==> src/rtl/spi_word_responder.sv <==
// SPI mode-0 responder that moves 64-bit command words between the host pins and the CLK domain.
// All SPI pins are oversampled in CLK. Words go least-significant byte first, and each byte goes MSB first.
module spi_word_responder #(
  parameter int WORD_BYTES  = 8,
  parameter int SYNC_STAGES = 2
) (
  input  logic                    CLK,
  input  logic                    resetn,
  input  logic                    SCK,
  input  logic                    CS,
  input  logic                    COPI,
  output logic                    CIPO,
  output logic [8*WORD_BYTES-1:0] rx_word,
  output logic                    rx_valid,
  input  logic [8*WORD_BYTES-1:0] tx_word,
  input  logic                    tx_valid,
  output logic                    tx_ready,
  output logic                    busy
);

  localparam int W    = 8 * WORD_BYTES;
  localparam int BC_W = (WORD_BYTES > 1) ? $clog2(WORD_BYTES) : 1;
  localparam logic [BC_W-1:0] LAST_BYTE = BC_W'(WORD_BYTES - 1);

  typedef enum logic {IDLE, SHIFT} state_t;

  state_t r_state, w_state_next;

  logic [SYNC_STAGES-1:0] r_sck_sync, r_cs_sync, r_copi_sync;
  logic                   r_sck_d, r_cs_d;
  logic                   w_sck, w_cs, w_copi;
  logic                   w_sck_rise, w_sck_fall, w_cs_rise;

  logic [2:0]      r_bit_cnt;
  logic [BC_W-1:0] r_byte_cnt;
  logic [7:0]      r_rx_byte;
  logic [W-1:0]    r_rx_accum, r_rx_word, r_tx_shift;
  logic            r_rx_valid, r_tx_ready, r_cipo, r_word_done;

  logic            w_load_entry, w_word_end, w_load_boundary;
  logic [7:0]      w_rx_byte_full;
  logic [W-1:0]    w_tx_stream;

  // Reorders a word into wire order so the serializer only has to shift out the MSB.
  function automatic logic [W-1:0] to_stream(input logic [W-1:0] word);
    logic [W-1:0] s;
    s = '0;
    for (int b = 0; b < WORD_BYTES; b++) s[W-1-8*b -: 8] = word[8*b +: 8];
    return s;
  endfunction

  // NOTE: non-blocking assignments in every clocked block so all flops sample pre-edge values.
  always_ff @(posedge CLK) begin
    if (!resetn) begin
      r_sck_sync  <= '0;
      r_cs_sync   <= '1;
      r_copi_sync <= '0;
      r_sck_d     <= 1'b0;
      r_cs_d      <= 1'b1;
    end else begin
      r_sck_sync  <= {r_sck_sync[SYNC_STAGES-2:0], SCK};
      r_cs_sync   <= {r_cs_sync[SYNC_STAGES-2:0], CS};
      r_copi_sync <= {r_copi_sync[SYNC_STAGES-2:0], COPI};
      r_sck_d     <= r_sck_sync[SYNC_STAGES-1];
      r_cs_d      <= r_cs_sync[SYNC_STAGES-1];
    end
  end

  assign w_sck      = r_sck_sync[SYNC_STAGES-1];
  assign w_cs       = r_cs_sync[SYNC_STAGES-1];
  assign w_copi     = r_copi_sync[SYNC_STAGES-1];
  assign w_sck_rise = w_sck & ~r_sck_d;
  assign w_sck_fall = ~w_sck & r_sck_d;
  assign w_cs_rise  = w_cs & ~r_cs_d;

  always_ff @(posedge CLK) begin
    if (!resetn) r_state <= IDLE;
    else         r_state <= w_state_next;
  end

  // NOTE: next state gets a default before the case so no latch is inferred.
  always_comb begin
    w_state_next = r_state;
    case (r_state)
      IDLE:    if (!w_cs) w_state_next = SHIFT;
      SHIFT:   if (w_cs_rise) w_state_next = IDLE;
      default: w_state_next = IDLE;
    endcase
  end

  assign w_load_entry    = (r_state == IDLE) && !w_cs;
  assign w_word_end      = (r_state == SHIFT) && w_sck_rise && (r_bit_cnt == 3'd7) &&
                           (r_byte_cnt == LAST_BYTE);
  assign w_load_boundary = w_word_end && !w_cs_rise;
  assign w_rx_byte_full  = {r_rx_byte[6:0], w_copi};
  assign w_tx_stream     = to_stream(tx_valid ? tx_word : '0);

  always_ff @(posedge CLK) begin
    if (!resetn) begin
      r_bit_cnt   <= '0;
      r_byte_cnt  <= '0;
      r_rx_byte   <= '0;
      r_rx_accum  <= '0;
      r_rx_word   <= '0;
      r_tx_shift  <= '0;
      r_rx_valid  <= 1'b0;
      r_tx_ready  <= 1'b0;
      r_cipo      <= 1'b0;
      r_word_done <= 1'b0;
    end else begin
      r_rx_valid  <= 1'b0;
      r_tx_ready  <= 1'b0;
      r_word_done <= 1'b0;
      // The completed word is published one cycle after the final lane is written.
      // This still happens if CS has already released the state machine to IDLE.
      if (r_word_done) begin
        r_rx_word  <= r_rx_accum;
        r_rx_valid <= 1'b1;
      end
      if (w_load_entry) begin
        r_bit_cnt  <= '0;
        r_byte_cnt <= '0;
        r_tx_shift <= w_tx_stream << 1;
        r_cipo     <= w_tx_stream[W-1];
        r_tx_ready <= tx_valid;
      end else if (r_state == SHIFT) begin
        if (w_sck_rise) begin
          r_rx_byte <= w_rx_byte_full;
          r_bit_cnt <= r_bit_cnt + 1'b1;
          if (r_bit_cnt == 3'd7) begin
            r_rx_accum[{r_byte_cnt, 3'b000} +: 8] <= w_rx_byte_full;
            r_byte_cnt <= r_byte_cnt + 1'b1;
            if (w_word_end) begin
              r_byte_cnt  <= '0;
              r_word_done <= 1'b1;
            end
          end
          // At a word boundary the next word is loaded whole.
          // The following SCK fall then drives its first bit.
          if (w_load_boundary) begin
            r_tx_shift <= w_tx_stream;
            r_tx_ready <= tx_valid;
          end
        end else if (w_sck_fall) begin
          r_cipo     <= r_tx_shift[W-1];
          r_tx_shift <= r_tx_shift << 1;
        end
        if (w_cs_rise) r_cipo <= 1'b0;
      end
    end
  end

  assign CIPO     = r_cipo;
  assign rx_word  = r_rx_word;
  assign rx_valid = r_rx_valid;
  assign tx_ready = r_tx_ready;
  assign busy     = resetn & ~w_cs;

endmodule
==> config.mk <==
export PLATFORM = sky130hd
export DESIGN_NAME = spi_word_responder
export DESIGN_NICKNAME = d
export VERILOG_FILES = /design/src/rtl/spi_word_responder.sv
export SDC_FILE = /design/constraint.sdc
export NUM_CORES = 1
export LEC_CHECK = 0
export CORE_ASPECT_RATIO = 1.75
export CORE_MARGIN = 4
export CORE_UTILIZATION = 40
export CTS_BUF_LIST = sky130_fd_sc_hd__clkbuf_4
export DETAILED_ROUTE_END_ITERATION = 10
export PLACE_DENSITY = 0.61
export SLEW_MARGIN = 20
export SYNTH_ARGS = -nofsm -noshare
export SYNTH_HDL_FRONTEND = slang
export SYNTH_SLANG_ARGS = --single-unit
==> constraint.sdc <==
create_clock -name CLK -period 4.7 [get_ports CLK]
set_input_delay 1.41 -clock CLK [delete_from_list [all_inputs] [get_ports CLK]]
set_output_delay 1.41 -clock CLK [all_outputs]
set_load 0.1 [all_outputs]
### Word-level counts from Yosys, hierarchy flattened

Index checks and enable logic that the tools add are counted.

* bitwise logic cells: 13
* shift-type cells: 2
* reductions and logical operators: 20
* add/sub/neg operators: 3
* muxes and demuxes: 22
* eq/ne operators: 5

Operators by type and width (count)
* $mux 64: 6
* $bwmux 64: 1
* $shift 8x8->64 const A: 1
* $shiftx 8x8->64: 1
* $reduce_and 3->1: 5
* $mux 1: 13
* $not 1->1: 9
* $neg 6->8: 1
* $add 3x1->3 const B: 2
* $eq 3x3->1 const B: 2
* $ne 3x1->1 const B: 2
* $reduce_bool 3->1: 2
* $logic_and 1x1->1: 5
* $reduce_or 5->1: 1
* $and 1x1->1: 4
* $reduce_and 4->1: 1
* $reduce_bool 2->1: 2
* $mux 3: 1
* $logic_not 1->1: 2
* $ne 2x1->1 const B: 1
* $pmux 1 s2: 1
* $reduce_and 2->1: 1
* $reduce_or 2->1: 1

* flip-flop bits (word level): 218
* logic and storage cells: 82
* input bits: 70
* output and inout bits: 68

### Longest topological paths before layout

Gate-level depths: netlist of the first run.

* depth after elaboration: 10
* mapped depth: 9
* depth with buffers taken out: 7

### Worst setup path before layout of the first run

No wires, ideal clock.

* path kind: input to output
* from: input port resetn
* to: output port busy
* setup slack: 687 ps
* data arrival time: 2603 ps
* required time: 3290 ps
* cell stages on the path: 4
* cells stage by stage: clkbuf_1 > clkbuf_1 > nand2b_1 > inv_1

* longest elaborated chain between the ends: 1

Ends and longest elaborated chain
* start, declared: line 8 `input logic resetn,`
* $and 1x1->1: line 157 `assign busy = resetn & ~w_cs;`
* end, declared: line 18 `output logic busy`

Every way passes these cells.

### Worst setup path after layout of the first run

* from: register r_rx_word[23] (netlist: rx_word[23])
* to: output port rx_word[23]

RTL lines
* start, declared: line 37 `logic [W-1:0] r_rx_accum, r_rx_word, r_tx_shift;`
* start signal, assigned: line 117 `r_rx_word <= r_rx_accum;`
* end, declared: line 13 `output logic [8*WORD_BYTES-1:0] rx_word,`

No word-level cell between the ends.

==> flow_metrics.py, run 1 <==
metrics = {
    "floorplan": {
        "rows": 73,
        "die_w_um": 123.6,
        "io_pins": 138,
        "core_mm2": 0.02293,
        "start_util": 0.4081,
        "dieArea_mm2": 0.02600,
        "die_y_um": 210.3,
    },
    "clocking": {
        "ctsResizeCount": 0,
        "cts_buffers": 53,
        "htree_levels": 2,
        "clock_sinks": 218,
        "cts.clk_slew.worst_paths_ns": 0.07,
        "cts-root-buf": "clkbuf_4",
        "cts_buffer_depth": 3,
        "clk_latency_ns": 0.67,
        "cts_hold_buf": 0,
        "cts_tree": "done",
        "post-cts-setup-buffers": 0,
    },
    "grt": {
        "grt_pass1_wl_um": 39640,
        "grt_max_degree": 127,
        "overflow": 0,
        "antenna_found_initial": 1,
        "track_usage": 0.1856,
        "met1_usage": 0.2125,
        "busiest_layer": "met2",
        "met2_usage": 0.3302,
        "grt_pass1_vias": 7935,
        "grt_use_met3": 0.04295,
    },
    "pwr": {
        "power_leakage_uw": 0.003733,
        "ir_drop_v": 0.0001981,
        "powerDensity_mw_per_mm2": 325.5,
    },
    "drt": {
        "wire_per_inst_um": 15.46,
        "dr.pass1.iters": 8,
        "antenna_left": 0,
        "post-route-drc-count": 0,
        "via_per_inst": 5.312,
        "vias": 8265,
        "routed_wl_um": 24050,
        "drt-initial-drc-count": 430,
    },
    "yosys": {
        "synthArstFlopShare": 0,
        "ys_ff_latch": 218,
        "ys_types": 36,
        "synth_ff_type": "dfxtp_1",
        "syn_avg_cell_area_um2": 8.324,
        "synthCells": 1124,
        "syn_area_mm2": 0.009356,
        "yosys_warnings": 0,
        "synth_edf_count": 0,
        "synthesis.nets": 1204,
        "ys_seq_area_frac": 0.4664,
    },
    "timing": {
        "period_share": 0.7673,
        "rsz0062_at_grt": "false",
        "setup_viol": 0,
        "tightest_slew_ns": 1.056,
        "slew_viol_final": 0,
        "fmax_ghz": 0.2773,
        "fin_skew_ns": 0.01883,
        "finalSetupTns_ns": 0,
        "layout_min_cycle_time_ns": 3.606,
        "hold_viol": 0,
        "slew_headroom": 0.2961,
    },
    "run_status": {
        "status": "finished clean",
    },
    "critical_path": {
        "crit_family": "buffers and inverters",
        "crit_arrival_ns": 2.20,
        "crit_chain": "clkdlybuf4s50_1",
        "crit_path_start_kind": "flop",
        "end_kind": "output pin",
        "critical_path_class": "reg2out",
        "required_ns": 3.29,
        "slowest_stage": "clkdlybuf4s50_1",
        "critPathBufInv": 1,
        "critPathMaxStageDelay_ns": 1.15,
        "crit_path_max_fanout": 2,
    },
    "finish": {
        "num-fill-cells": 2231,
        "area_delta_synth_final_pct": 22.48,
        "final_util": 0.4999,
        "final_cell_mix": "dfxtp_1 (216), o21ai_0 (144), clkdlybuf4s50_1 (134), nand3_1 (116), a21oi_1 (110)",
        "layout.nets": 1298,
        "final_layout_size_suffix_gt1_frac": 0.08685,
        "final_common_cell": "dfxtp_1",
        "instances_no_fill": 1556,
    },
    "placement": {
        "io_buffer_count": 137,
        "gp_congestion": 0.7270,
        "dpl.hpwl_um": 15000,
        "place_inst": 1462,
    },
    "hold_path": {
        "hp-class": "reg2reg",
    },
    "job": {
        "max_cap_violations": 0,
    },
}
## logic make-up (layout without fill, tap and decap cells)
| group | after synthesis | after routing | synth area share |
|---|---|---|---|
| multiplexers | 82 | 82 | 0.08799 |
| AO/OA/AOI/OAI | 324 | 324 | 0.2031 |
| XOR/XNOR | 1 | 1 | 0.0009363 |
| adder cells (fa/ha/maj) | 10 | 10 | 0.01337 |
| flip-flops | 218 | 218 | 0.4664 |
| buffers and inverters | 181 | 312 | 0.07716 |
| AND/OR/NAND/NOR | 308 | 308 | 0.1510 |
| other | 0 | 1 | 0 |
## stage by stage
step	area [µm²]	worst slack [ns]	hold WS, ns	power [µW]
global placement	10760	1.306	0.3977	2209
CTS	11430	0.9950	0.4190	3802
detailed placement	10760	1.304	0.4050	2212
global route	11460	1.001	0.4524	3925
floorplan	9356	0.6874	0.3863	2102
finish	11460	1.094	0.4136	3730
## cell usage after synthesis, types with 4 or more instances
cell | number | area share
a21oi_1 | 110 | 0.059
a32oi_1 | 65 | 0.061
and2_1 | 6 | 0.0040
buf_1 | 5 | 0.0020
buf_2 | 17 | 0.0091
buf_4 | 4 | 0.0032
clkbuf_1 | 78 | 0.031
clkbuf_2 | 5 | 0.0027
dfxtp_1 | 218 | 0.47
ha_1 | 10 | 0.013
inv_1 | 71 | 0.028
mux2i_1 | 80 | 0.086
nand2_1 | 81 | 0.032
nand2b_1 | 5 | 0.0033
nand3_1 | 116 | 0.062
nor2_1 | 78 | 0.031
nor2b_1 | 4 | 0.0027
o21ai_0 | 144 | 0.077
## path summary, 6_finish.rpt
check	from	end	slack [ns]	cells after the start
worst min register to register	r_cs_sync[0]	r_cs_sync[1]	0.41	1
worst max-delay path	rx_word[23]	rx_word[23]	1.09	1
worst max register to register	r_byte_cnt[0]	r_rx_accum[33]	2.00	7
worst min-delay path	r_cs_sync[0]	r_cs_sync[1]	0.41	1
## power breakdown
group          switching (µW)  internal [µW]  total (µW)
logic                     154            106         259
clock network             727            833        1560
registers                24.7           1890        1910
## metal layers
| metal | vias up | routed length, µm |
|---|---|---|
| li1 | 4157 | - |
| met1 | 3874 | 9543 |
| met2 | 193 | 12770 |
| met3 | 41 | 1166 |
| met4 | 0 | 567 |
| met5 | - | 0 |
## area by class of cell
class | instances | area [µm²] | share of cell area
Antenna cell | 1 | 2.502 | 0.0002184
Tap cell | 300 | 375.4 | 0.03275
Timing Repair Buffer | 148 | 1475 | 0.1287
Clock buffer | 81 | 608.1 | 0.05306
Multi-Input combinational cell | 725 | 4290 | 0.3744
Sequential cell | 218 | 4369 | 0.3813
Inverter | 72 | 270.3 | 0.02358
Clock inverter | 11 | 68.82 | 0.006005
## state kept, by name (all words and copies together) (netlist names), 2 cells and up
register,cells
r_rx_accum,64
r_byte_cnt,3
r_tx_shift,64
r_rx_byte,7
r_sck_sync,2
r_cs_sync,2
rx_word,64
r_bit_cnt,3
r_copi_sync,2
(Power assumes the default switching activity.)
==> run 2, diff against run 1 <==
==> constraint.sdc (replaced) <==
create_clock -name CLK -period 3.4 [get_ports CLK]
set_input_delay 1.02 -clock CLK [delete_from_list [all_inputs] [get_ports CLK]]
set_output_delay 1.02 -clock CLK [all_outputs]
set_load 0.1 [all_outputs]
==> run 2 against run 1 <==
First-iteration DRC count fell by 11%; sequential power rose by 38%; largest cell class unchanged; non-clock buffer count up 10; via count is 0.18% lower; core utilization shrank 0.16 points; wire length down 0.45%; clock power increased by 42%; design area down 0.33%; die area did not move; final cell count grew 0.39%.
==> flow_metrics.py, run 2 (synthesized netlist as in run 1, its figures left out) <==
metrics = {
    "grt": {
        "overflow": 0,
        "grt_max_degree": 71,
        "track_usage": 0.1853,
        "grt_pass1_vias": 7886,
        "grt_pass1_wl_um": 39650,
        "antenna_found_initial": 1,
    },
    "clocking": {
        "cts.clk_slew.worst_paths_ns": 0.07,
        "cts_buffer_depth": 3,
        "clk_latency_ns": 0.66,
        "ctsResizeCount": 0,
        "cts_hold_buf": 0,
        "htree_levels": 2,
        "cts_tree": "done",
        "clock_sinks": 218,
        "cts_buffers": 51,
        "post-cts-setup-buffers": 0,
        "cts-root-buf": "clkbuf_4",
    },
    "timing": {
        "finalSetupTns_ns": 0,
        "slew_headroom": 0.4156,
        "fmax_ghz": 0.3672,
        "fin_skew_ns": 0.02215,
        "setup_viol": 0,
        "tightest_slew_ns": 0.8767,
        "period_share": 0.8010,
        "layout_min_cycle_time_ns": 2.723,
        "rsz0062_at_grt": "false",
        "whs_ns": 0.4093,
        "slew_viol_final": 0,
        "hold_viol": 0,
        "postLayoutSetupSlackWorst_ns": 0.6767,
    },
    "critical_path": {
        "crit_arrival_ns": 1.70,
        "critPathMaxStageDelay_ns": 0.56,
        "required_ns": 2.38,
        "crit_chain": "nand2b_1 > inv_1 > buf_12",
        "slowest_stage": "dfxtp_1",
        "end_kind": "output pin",
        "critPathLaunch": "r_cs_sync[1]",
        "critical_path_class": "reg2out",
        "crit_path_start_kind": "flop",
        "r2r-start": "r_byte_cnt[0]",
        "crit_path_max_fanout": 8,
    },
    "floorplan": {
        "io_pins": 138,
        "dieArea_mm2": 0.02600,
        "die_y_um": 210.3,
        "core_mm2": 0.02293,
        "rows": 73,
        "start_util": 0.4081,
        "die_w_um": 123.6,
    },
    "hold_path": {
        "hp-start": "r_copi_sync[0]",
        "hp-class": "reg2reg",
    },
    "placement": {
        "place_inst": 1473,
        "preCtsSetupSlack_ns": 0.6245,
        "io_buffer_count": 137,
        "gp_congestion": 0.7706,
        "dpl.hpwl_um": 15560,
    },
    "pwr": {
        "seq_power_share": 0.505,
        "ir_drop_v": 0.0002396,
        "p_comb_frac": 0.072,
        "swShare": 0.2372,
        "powerDensity_mw_per_mm2": 456.9,
        "clkPwrFrac": 0.423,
        "internal-power_uw": 3981,
        "p_switching_uw": 1238,
        "power_leakage_uw": 0.003943,
    },
    "job": {
        "max_cap_violations": 0,
    },
    "drt": {
        "post-route-drc-count": 0,
        "via_per_inst": 5.282,
        "routed_wl_um": 23940,
        "drt-initial-drc-count": 382,
        "vias": 8250,
        "wire_per_inst_um": 15.33,
        "antenna_left": 0,
        "dr.pass1.iters": 4,
    },
    "finish": {
        "final_layout_size_suffix_gt1_frac": 0.1476,
        "area_delta_synth_final_pct": 22.08,
        "final_common_cell": "dfxtp_1",
        "instances_no_fill": 1562,
        "final_util": 0.4982,
        "layout.nets": 1306,
        "final_cell_mix": "dfxtp_1 (216), o21ai_0 (144), nand3_1 (116), a21oi_1 (110), buf_4 (85)",
    },
    "run_status": {
        "status": "finished clean",
    },
}
==> run 2: worst max-delay path: cells and delay by family (launching register included) <==
kind / cells / cell delay [ns]
buf+inv: 2 / 0.26
flops: 1 / 0.56
simple gates: 1 / 0.24
==> run 2: final timing paths <==
| check | end | slack, ns | depth (start not counted) |
|---|---|---|---|
| worst max-delay path | busy | 0.68 | 3 |
| worst min-delay path | r_copi_sync[1] | 0.41 | 1 |
| worst max register to register | r_rx_accum[39] | 0.80 | 7 |
| worst min register to register | r_copi_sync[1] | 0.41 | 1 |
==> run 2: routing by layer <==
metal / global-route usage / part of all wire
met5: 0 / 0
met4: 0.08031 / 0.034
met3: 0.04242 / 0.048
met2: 0.3254 / 0.52
met1: 0.2110 / 0.40
==> run 2: cell type report <==
cell class,instances,area (µm²)
clock inverters,6,75.07
diodes,2,5.005
multi-input cells,725,4290
inverters,72,270.3
well taps,300,375.4
clock buffers,81,608.1
flip-flops and latches,218,4369
fillers,2254,11500
repair buffers,158,1429
==> run 2: power by group through the flow <==
stage | clock [µW] | combinational (µW) | sequential (µW)
final | 2210 | 376 | 2630
after global routing | 2430 | 421 | 2640
after CTS | 2310 | 378 | 2630
after detailed placement | 0 | 377 | 2690
after global placement | 0 | 373 | 2690
after floorplan | 0 | 217 | 2690
==> run 2: stage by stage <==
| step | total power (µW) | cell area, µm² |
|---|---|---|
| 2_1_floorplan | 2906 | 9356 |
| 3_3_place_gp | 3064 | 10730 |
| 3_5_place_dp | 3068 | 10730 |
| 4_1_cts | 5321 | 11420 |
| 5_1_grt | 5492 | 11420 |
| 6_report | 5219 | 11420 |
